--- src/rtl/arbitro_compuerta.sv ---
// arbitro_compuerta: two-lane barrier gate arbiter.
// Lane 0 is the entry lane and lane 1 is the exit lane. Both lanes share one gate.
// The arbiter grants the gate to one lane at a time, using round-robin when both
// lanes request together. It then checks that lane's PIN, counts wrong attempts,
// and moves the gate through the closed, open, alarm and block conditions.
// A PIN event is the first edge where a keypad shows nonzero after showing 00.
// Events on the lane that does not hold the grant are ignored.
module arbitro_compuerta #(
   parameter logic [7:0] PIN_CORRECTO = 8'h08,
   parameter int         MAX_INTENTOS = 3
) (
   input  logic       Clk_i,
   input  logic       Reset_i,
   input  logic [1:0] Vehiculo_i,
   input  logic [7:0] Pin0_i,
   input  logic [7:0] Pin1_i,
   input  logic       Termino_i,
   output logic [1:0] Grant_o,
   output logic       Cerrado_o,
   output logic       Abierto_o,
   output logic       Alarma_o,
   output logic       Bloqueo_o,
   output logic [1:0] Intentos_o,
   output logic [2:0] Estado_o
);

   typedef enum logic [2:0] {
      IDLE       = 3'd0,
      ESPERA_PIN = 3'd1,
      ABIERTO    = 3'd2,
      ALARMA     = 3'd3,
      BLOQUEO    = 3'd4
   } estado_t;

   localparam logic [1:0] MAX_L = 2'(MAX_INTENTOS);

   estado_t    state_q, state_d;
   logic [1:0] grant_q, grant_d;
   logic [1:0] intentos_q, intentos_d;
   logic       last_q, last_d;          // index of the lane served last
   logic [1:0] prev_zero_q, prev_zero_d; // the keypad showed 00 at the previous edge
   logic       abierto_q, abierto_d;
   logic       alarma_q, alarma_d;
   logic       bloqueo_q, bloqueo_d;

   // Values for the lane that holds the grant. These matter only outside IDLE.
   logic       g_lane;
   logic       ev0, ev1, ev_g, veh_g, pin_ok;
   logic [7:0] pin_g;
   logic [1:0] intentos_inc;

   // Detect PIN events and select the signals of the granted lane
   always_comb begin
      ev0          = (Pin0_i != 8'h00) && prev_zero_q[0];
      ev1          = (Pin1_i != 8'h00) && prev_zero_q[1];
      g_lane       = grant_q[1];
      ev_g         = g_lane ? ev1 : ev0;
      pin_g        = g_lane ? Pin1_i : Pin0_i;
      veh_g        = Vehiculo_i[g_lane];
      pin_ok       = (pin_g == PIN_CORRECTO);
      intentos_inc = intentos_q + 2'd1;
   end

   // Compute the next state, grant, attempt count and output decode
   always_comb begin
      state_d     = state_q;
      grant_d     = grant_q;
      intentos_d  = intentos_q;
      last_d      = last_q;
      prev_zero_d = {Pin1_i == 8'h00, Pin0_i == 8'h00};
      case (state_q)
         IDLE: begin
            grant_d = 2'b00;
            if (Vehiculo_i != 2'b00) begin
               // When both lanes request, grant the lane that was not served last.
               if (Vehiculo_i == 2'b11) grant_d = last_q ? 2'b01 : 2'b10;
               else                     grant_d = Vehiculo_i;
               state_d    = ESPERA_PIN;
               intentos_d = 2'd0;
            end
         end
         ESPERA_PIN: begin
            if (ev_g) begin
               if (pin_ok) begin
                  state_d    = ABIERTO;
                  intentos_d = 2'd0;
               end else if (intentos_q != MAX_L) begin
                  intentos_d = intentos_inc;
                  if (intentos_inc >= MAX_L) state_d = ALARMA;
               end
            end else if (!veh_g) begin
               state_d    = IDLE;
               grant_d    = 2'b00;
               intentos_d = 2'd0;
            end
         end
         ALARMA: begin
            if (ev_g && pin_ok) begin
               state_d    = ABIERTO;
               intentos_d = 2'd0;
            end
         end
         ABIERTO: begin
            if (Termino_i) begin
               // If the granted lane still shows a vehicle after the crossing, a second vehicle followed.
               if (veh_g) begin
                  state_d = BLOQUEO;
               end else begin
                  state_d = IDLE;
                  grant_d = 2'b00;
                  last_d  = g_lane;
               end
            end
         end
         BLOQUEO: begin
            if (ev_g && pin_ok) begin
               state_d = IDLE;
               grant_d = 2'b00;
               last_d  = g_lane;
            end
         end
         default: begin
            state_d    = IDLE;
            grant_d    = 2'b00;
            intentos_d = 2'd0;
         end
      endcase
      abierto_d = (state_d == ABIERTO);
      alarma_d  = (state_d == ALARMA);
      bloqueo_d = (state_d == BLOQUEO);
   end

   // State and output registers with asynchronous reset
   always_ff @(posedge Clk_i or posedge Reset_i) begin
      if (Reset_i) begin
         state_q     <= IDLE;
         grant_q     <= 2'b00;
         intentos_q  <= 2'd0;
         last_q      <= 1'b1;
         prev_zero_q <= 2'b11;
         abierto_q   <= 1'b0;
         alarma_q    <= 1'b0;
         bloqueo_q   <= 1'b0;
      end else begin
         state_q     <= state_d;
         grant_q     <= grant_d;
         intentos_q  <= intentos_d;
         last_q      <= last_d;
         prev_zero_q <= prev_zero_d;
         abierto_q   <= abierto_d;
         alarma_q    <= alarma_d;
         bloqueo_q   <= bloqueo_d;
      end
   end

   assign Grant_o    = grant_q;
   assign Abierto_o  = abierto_q;
   assign Cerrado_o  = ~abierto_q;
   assign Alarma_o   = alarma_q;
   assign Bloqueo_o  = bloqueo_q;
   assign Intentos_o = intentos_q;
   assign Estado_o   = state_q;

endmodule

--- config.mk ---
export PLATFORM = sky130hd
export DESIGN_NAME = arbitro_compuerta
export DESIGN_NICKNAME = d
export VERILOG_FILES = /design/src/rtl/arbitro_compuerta.sv
export SDC_FILE = /design/constraint.sdc
export NUM_CORES = 1
export LEC_CHECK = 0
export CORE_MARGIN = 4
export CORE_UTILIZATION = 36
export DETAILED_ROUTE_END_ITERATION = 16
export PLACE_DENSITY = 0.69
export RECOVER_POWER = 100
export SKIP_CTS_REPAIR_TIMING = 1
export SLEW_MARGIN = 10
export SYNTH_ARGS = -nofsm -noshare
export SYNTH_HDL_FRONTEND = slang
export SYNTH_SLANG_ARGS = --single-unit
--- constraint.sdc ---
create_clock -name Clk_i -period 3.5 [get_ports Clk_i]
set_input_delay 0.7 -clock Clk_i [delete_from_list [all_inputs] [get_ports Clk_i]]
set_output_delay 0.7 -clock Clk_i [all_outputs]
set_load 0.02 [all_outputs]
==> summary.log, run 1 <==
[place] post-detailed-placement half-perimeter wirelength 1696 um
[drt] vias post-DR 809
[layout] Layout Nets 150
[yosys] share of synthesized registers carrying an async set or reset 1.000
[sta] share of the clock period used by the worst path after layout 0.8317
[yosys] average instance area after synthesis 9.243 um2
[drt] number of vias per cell after detailed routing 5.253
[place] number of buffer cells added on primary ports 31
[critical_path] depth of the worst register-to-register path 5
[sta] slew at the pin closest to its max-slew limit 0.5135 ns
[clock_network] clock transition time at the flip-flop clock pins of the worst setup and hold paths 0.08 ns
[critical_path] library cell contributing the largest single delay on the critical path or4_4
[drt] starting DRC count in detailed routing 10
[clock_network] maximum clock path buffer count 2
[grt] antenna violations before repair 0
[yosys] Synth warnings 0
[yosys] leading register cell type out of synthesis dfrtp_1
[die] number of top-level pins 32
[layout] area grow syn2layout 39.01%
[yosys] post-synth design cell area 859.6 um2
[min_path] min-delay src Grant_o[0]
[power] part of the total power dissipated in sequential elements 0.427
[die] overall die height 56.87 um
[critical_path] endpoint kind of the worst setup timing path flip-flop
[critical_path] register-to-register setup slack 1.23 ns
[drt] Pre-Repair DR Iteration Count 4
[grt] vias in the first global route 849
[die] die width 56.87 um
[power] cell-internal power 296.0 uW
[min_path] worst min path class flip-flop to flip-flop
[drt] DRC violation count after routing 0
[layout] final std cells w/o fill 154
[power] pwr/cell area 397.9 nW/um2
[die] placeable core region 2233 um2
[clock_network] number of levels the H-tree was split into 1
[sta] worst clock skew on the final layout 0.007436 ns
[yosys] Cell variety after synth 37
[power] switching portion of total power 0.3775
[status] result of the run finished clean
[sta] shortest clock period the worst path allows after layout 2.911 ns
[yosys] Synth Net Count 116
[sta] setup-violating endpoint count in the final report 0
[power] switching component of the power 179.5 uW
[sta] RSZ-0062 raised after global routing no
[power] clock share of power 0.198
[clock_network] Sinks on Clock Net 13
[sta] accumulated negative setup slack 0 ns
[die] Initial Utilization 0.3849
[die] area of the die 3234 um2
[critical_path] WP data required 3.70 ns
[critical_path] Max FO, Critical Path 4
[power] Leakage Power 0.0005225 uW
[drt] routed wire length 2043 um
[critical_path] Reg-to-Reg End last_q
[sta] count of final hold-check violations 0
[critical_path] Setup crit start kind input pin
[place] number of cells after detailed placement 150
[min_path] number of cells traversed by the worst hold path 2
[layout] share of final-layout standard cells stronger than drive strength 1 0.09524
[yosys] register area share after synthesis 0.3828
[critical_path] reg-to-reg startpoint Grant_o[1]
[grt] total routing resource utilization after global routing 0.1389
[grt] GRT overflow 0
[power] logic gate share of total power 0.374
[clock_network] clock tree from TritonCTS done
[sta] Max Slew Vio Count 0
[layout] total inserted antenna cells 0
[power] Peak VDD IR 0.0003639 V
[critical_path] critical path cell sequence clkdlybuf4s50_1, or4_4, nor3_1, o22ai_1, a2111oi_4, mux2_1
[place] placer congestion estimate 0.8024
[clock_network] clk_lat worst skew 0.28 ns
[die] FP Rows 17
[layout] most common cell after layout, fill and taps aside clkdlybuf4s50_1
[critical_path] highest cell delay on the worst timing path 0.55 ns
[flow_run] max-cap violation count 0
[drt] post-route ant nets 0
[critical_path] Arrival @ worst endpoint 3.11 ns
[yosys] Post-synth EDFFs 0
[grt] maximum number of pins on one net before global-route repair 14
[yosys] number of synthesized register bits 13
[sta] worst relative slew slack 0.6573
[layout] top library cells by usage in the layout, fill and taps aside clkdlybuf4s50_1 (17), dlygate4sd3_1 (14), dfrtp_1 (10), nor2_1 (10), inv_1 (8)
[clock_network] total clock buffers created by CTS 3
[critical_path] type of the worst setup path input pin to flip-flop
[layout] # fillers 216
[yosys] post-synthesis instance total 93
[min_path] terminating pin of the worst hold path Grant_o[0]
[clock_network] CTS root buf clkbuf_4
[grt] first-pass GRT wire length 3539 um
[sta] Highest Clock Rate 343.5 MHz
[drt] per-cell routed wire length 13.27 um
==> power groups by stage <==
stage	clock network (uW)	logic, uW	registers [uW]
3_3_place_gp	0	187	208
5_1_grt	107	202	210
2_1_floorplan	0	115	211
4_1_cts	97.7	188	205
6_report	94.3	178	203
3_5_place_dp	0	187	208
==> Yosys cell counts, drive strengths merged (2+ instances only) <==
library cell | n | share of area
o21ai | 6 | 0.035
nand2 | 7 | 0.031
inv | 8 | 0.035
nor3 | 5 | 0.055
dfstp | 3 | 0.092
dfrtp | 10 | 0.29
a21oi | 7 | 0.041
buf | 2 | 0.022
nor2 | 10 | 0.044
a31oi | 2 | 0.015
ha | 2 | 0.029
o22ai | 2 | 0.022
nor2b | 6 | 0.044
or4 | 4 | 0.044
==> worst max path at each step <==
stage,from,endpoint,slack (ns),cells after the start
floorplan,Pin1_i[5],last_q,1.14,5
global placement,Pin1_i[5],last_q,0.68,6
detailed placement,Pin1_i[5],last_q,0.58,6
CTS,Pin1_i[5],last_q,0.87,6
global route,Pin1_i[5],last_q,0.43,6
finish,Pin1_i[5],last_q,0.59,6
==> worst max-delay path: cells and delay by family <==
family	cells	cell delay [ns]
buffers and inverters	1	0.40
multiplexers	1	0.36
AO/OA/AOI/OAI	2	0.68
AND/OR/NAND/NOR	2	0.97
==> logic make-up after synthesis <==
group                    share of synthesized area
adder cells (fa/ha/maj)                    0.02911
AND/OR/NAND/NOR                             0.2780
buffers and inverters                      0.05677
AO/OA/AOI/OAI                               0.2286
flip-flops                                  0.3828
multiplexers                               0.02474
==> cell type report <==
type | count | area [um2] | area share
clock buffer | 4 | 26.28 | 0.02199
timing repair buffer | 31 | 310.3 | 0.2597
inverter | 8 | 30.03 | 0.02513
tap | 28 | 35.03 | 0.02932
sequential | 13 | 329.1 | 0.2754
multi-input combinational | 70 | 464.2 | 0.3885
==> stage by stage <==
stage	worst slack (ns)	hold WS, ns	total power, uW	cell area [um2]	util
after floorplan	1.136	0.5748	326.1	859.6	-
after global placement	0.6848	0.5089	395.2	1186	0.5311
after detailed placement	0.5785	0.5282	395.6	1186	0.5311
after CTS	0.8721	0.5460	491.3	1212	0.5429
after global routing	0.4346	0.5660	518.5	1195	0.5350
final	0.5892	0.5275	475.4	1195	0.5350
==> registers in the layout (all words and copies together) (netlist names) <==
register	count
prev_zero_q	2
Bloqueo_o	1
Alarma_o	1
Grant_o	2
last_q	1
Abierto_o	1
Intentos_o	2
Estado_o	3
==> metal layers <==
metal	wire, um	GRT usage	share of wire
met2	1100	0.2591	0.54
met3	127	0.04138	0.062
met5	0	0	0
met4	33	0.03974	0.016
met1	782	0.1490	0.38
Power figures use the tool's default switching activity.
==> run 2, diff against run 1 <==
Clock period 3.5 ns to 2.95 ns, I/O delays scaled along.
==> summary.log, run 2 (same netlist as run 1, synthesis figures left out) <==
[status] result of the run finished clean
[place] post-detailed-placement half-perimeter wirelength 1696 um
[sta] RSZ-0062 raised after global routing no
[clock_network] CTS root buf clkbuf_4
[sta] slew at the pin closest to its max-slew limit 0.5158 ns
[grt] global-route track usage on met3 0.04138
[clock_network] clock tree from TritonCTS done
[critical_path] endpoint kind of the worst setup timing path flip-flop
[grt] GR peak layer met2
[die] placeable core region 2233 um2
[sta] Highest Clock Rate 389.4 MHz
[grt] total routing resource utilization after global routing 0.1389
[grt] maximum number of pins on one net before global-route repair 14
[layout] Layout Nets 150
[sta] count of final hold-check violations 0
[sta] setup-violating endpoint count in the final report 0
[min_path] worst min path class flip-flop to flip-flop
[critical_path] launch point of the critical path Pin0_i[1]
[clock_network] Sinks on Clock Net 13
[grt] M1 GR Usage 0.1490
[grt] GRT overflow 0
[sta] shortest clock period the worst path allows after layout 2.568 ns
[place] placer congestion estimate 0.8026
[critical_path] highest cell delay on the worst timing path 0.59 ns
[sta] worst clock skew on the final layout 0.005546 ns
[critical_path] Max FO, Critical Path 4
[drt] starting DRC count in detailed routing 5
[grt] vias in the first global route 849
[die] overall die height 56.87 um
[clock_network] maximum clock path buffer count 2
[min_path] number of cells traversed by the worst hold path 2
[clock_network] clk_lat worst skew 0.28 ns
[die] Initial Utilization 0.3849
[drt] post-route ant nets 0
[die] FP Rows 17
[layout] total inserted antenna cells 0
[critical_path] type of the worst setup path input pin to flip-flop
[die] area of the die 3234 um2
[layout] top library cells by usage in the layout, fill and taps aside clkdlybuf4s50_1 (17), dlygate4sd3_1 (14), dfrtp_1 (10), nor2_1 (10), inv_1 (8)
[sta] worst hold margin 0.5280 ns
[sta] Max Slew Vio Count 0
[drt] routed wire length 2051 um
[critical_path] gate family responsible for the most delay along the worst path compound AO/OA/AOI/OAI gates
[drt] number of vias per cell after detailed routing 5.273
[critical_path] Setup crit start kind input pin
[critical_path] Worst Path Buf+Inv 1
[layout] share of final-layout standard cells stronger than drive strength 1 0.1111
[drt] DRC violation count after routing 0
[critical_path] Arrival @ worst endpoint 2.77 ns
[grt] first-pass GRT wire length 3539 um
[power] Peak VDD IR 0.0004309 V
[power] pwr/cell area 467.3 nW/um2
[layout] area grow syn2layout 41.05%
[sta] worst relative slew slack 0.6558
[clock_network] clock transition time at the flip-flop clock pins of the worst setup and hold paths 0.08 ns
[layout] share of the core filled with cells 0.5429
[die] number of top-level pins 32
[place] number of buffer cells added on primary ports 31
[min_path] min-delay src Grant_o[0]
[sta] accumulated negative setup slack 0 ns
[critical_path] depth of the worst register-to-register path 5
[layout] number of flip-flops in the largest register 3
[critical_path] reg-to-reg startpoint Grant_o[1]
[critical_path] register-to-register setup slack 0.75 ns
[sta] share of the clock period used by the worst path after layout 0.8706
[drt] Pre-Repair DR Iteration Count 4
[die] die width 56.87 um
[critical_path] critical path cell sequence dlygate4sd3_1, or4_1, o21a_1, o22ai_2, a2111oi_4, mux2_1
[layout] most common cell after layout, fill and taps aside clkdlybuf4s50_1
[min_path] terminating pin of the worst hold path Grant_o[0]
[flow_run] max-cap violation count 0
[clock_network] number of levels the H-tree was split into 1
[grt] antenna violations before repair 0
[critical_path] Reg-to-Reg End last_q
[critical_path] library cell contributing the largest single delay on the critical path or4_1
[grt] met2 Usage GRT 0.2591
[clock_network] total clock buffers created by CTS 3
[critical_path] WP data required 3.15 ns
[drt] vias post-DR 812
[drt] per-cell routed wire length 13.32 um
[power] Leakage Power 0.0005521 uW
-- run 2: cell count changes in the layout (fill, tap and decap cells not counted) --
cell / delta
nor3_4: +1
nor3_1: -1
o22ai_2: +1
o22ai_1: -1
-- run 2: per-layer routing --
layer	wire, um	part of all wire
met2	1096	0.53
met5	0	0
met4	34	0.017
met1	773	0.38
met3	148	0.072
-- run 2: how the worst max path moves through the flow --
stage / to / slack [ns] / cells after the start
6_report: last_q / 0.38 / 6
2_1_floorplan: last_q / 0.70 / 5
3_5_place_dp: last_q / 0.14 / 6
5_1_grt: last_q / 0.37 / 6
3_3_place_gp: last_q / 0.24 / 6
4_1_cts: last_q / 0.43 / 6
-- run 2: power by group --
part / leakage, uW / internal (uW) / switching (uW)
combinational: 0.000370 / 98.3 / 115
sequential: 0.000167 / 201 / 39.8
clock: 0.0000150 / 52.4 / 60.2
total: 0.000552 / 351 / 215
-- run 2: final cells by class --
| cell class | instances | area [um2] |
|---|---|---|
| Inverter | 8 | 30.03 |
| Timing Repair Buffer | 31 | 310.3 |
| Sequential cell | 13 | 329.1 |
| Fill cell | 214 | 1021 |
| Clock buffer | 4 | 26.28 |
| Tap cell | 28 | 35.03 |
| Multi-Input combinational cell | 70 | 481.7 |
-- run 2: worst register-to-register path: cells and delay by family, from the launching register on --
kind	cells	cell delay (ns)
muxes	1	0.36
AOI/OAI and AO/OA	2	0.50
DFF	1	0.49
and+or+nand+nor	2	0.78
-- run 2: through the flow --
stage / area (um2) / total power [uW] / worst slack [ns] / instances
finish: 1212 / 566.5 / 0.3818 / 154
detailed placement: 1186 / 469.4 / 0.1385 / 150
floorplan: 859.6 / 387.0 / 0.6955 / 93
global placement: 1186 / 468.9 / 0.2449 / 150
CTS: 1212 / 582.9 / 0.4321 / 154
global route: 1212 / 616.9 / 0.3651 / 154
==> run 3, diff against run 2 <==
Settings changed: HOLD_SLACK_MARGIN set to 0.08.
==> results of run 3 <==
The final DEF is identical to that of run 2; final timing and power are the same.
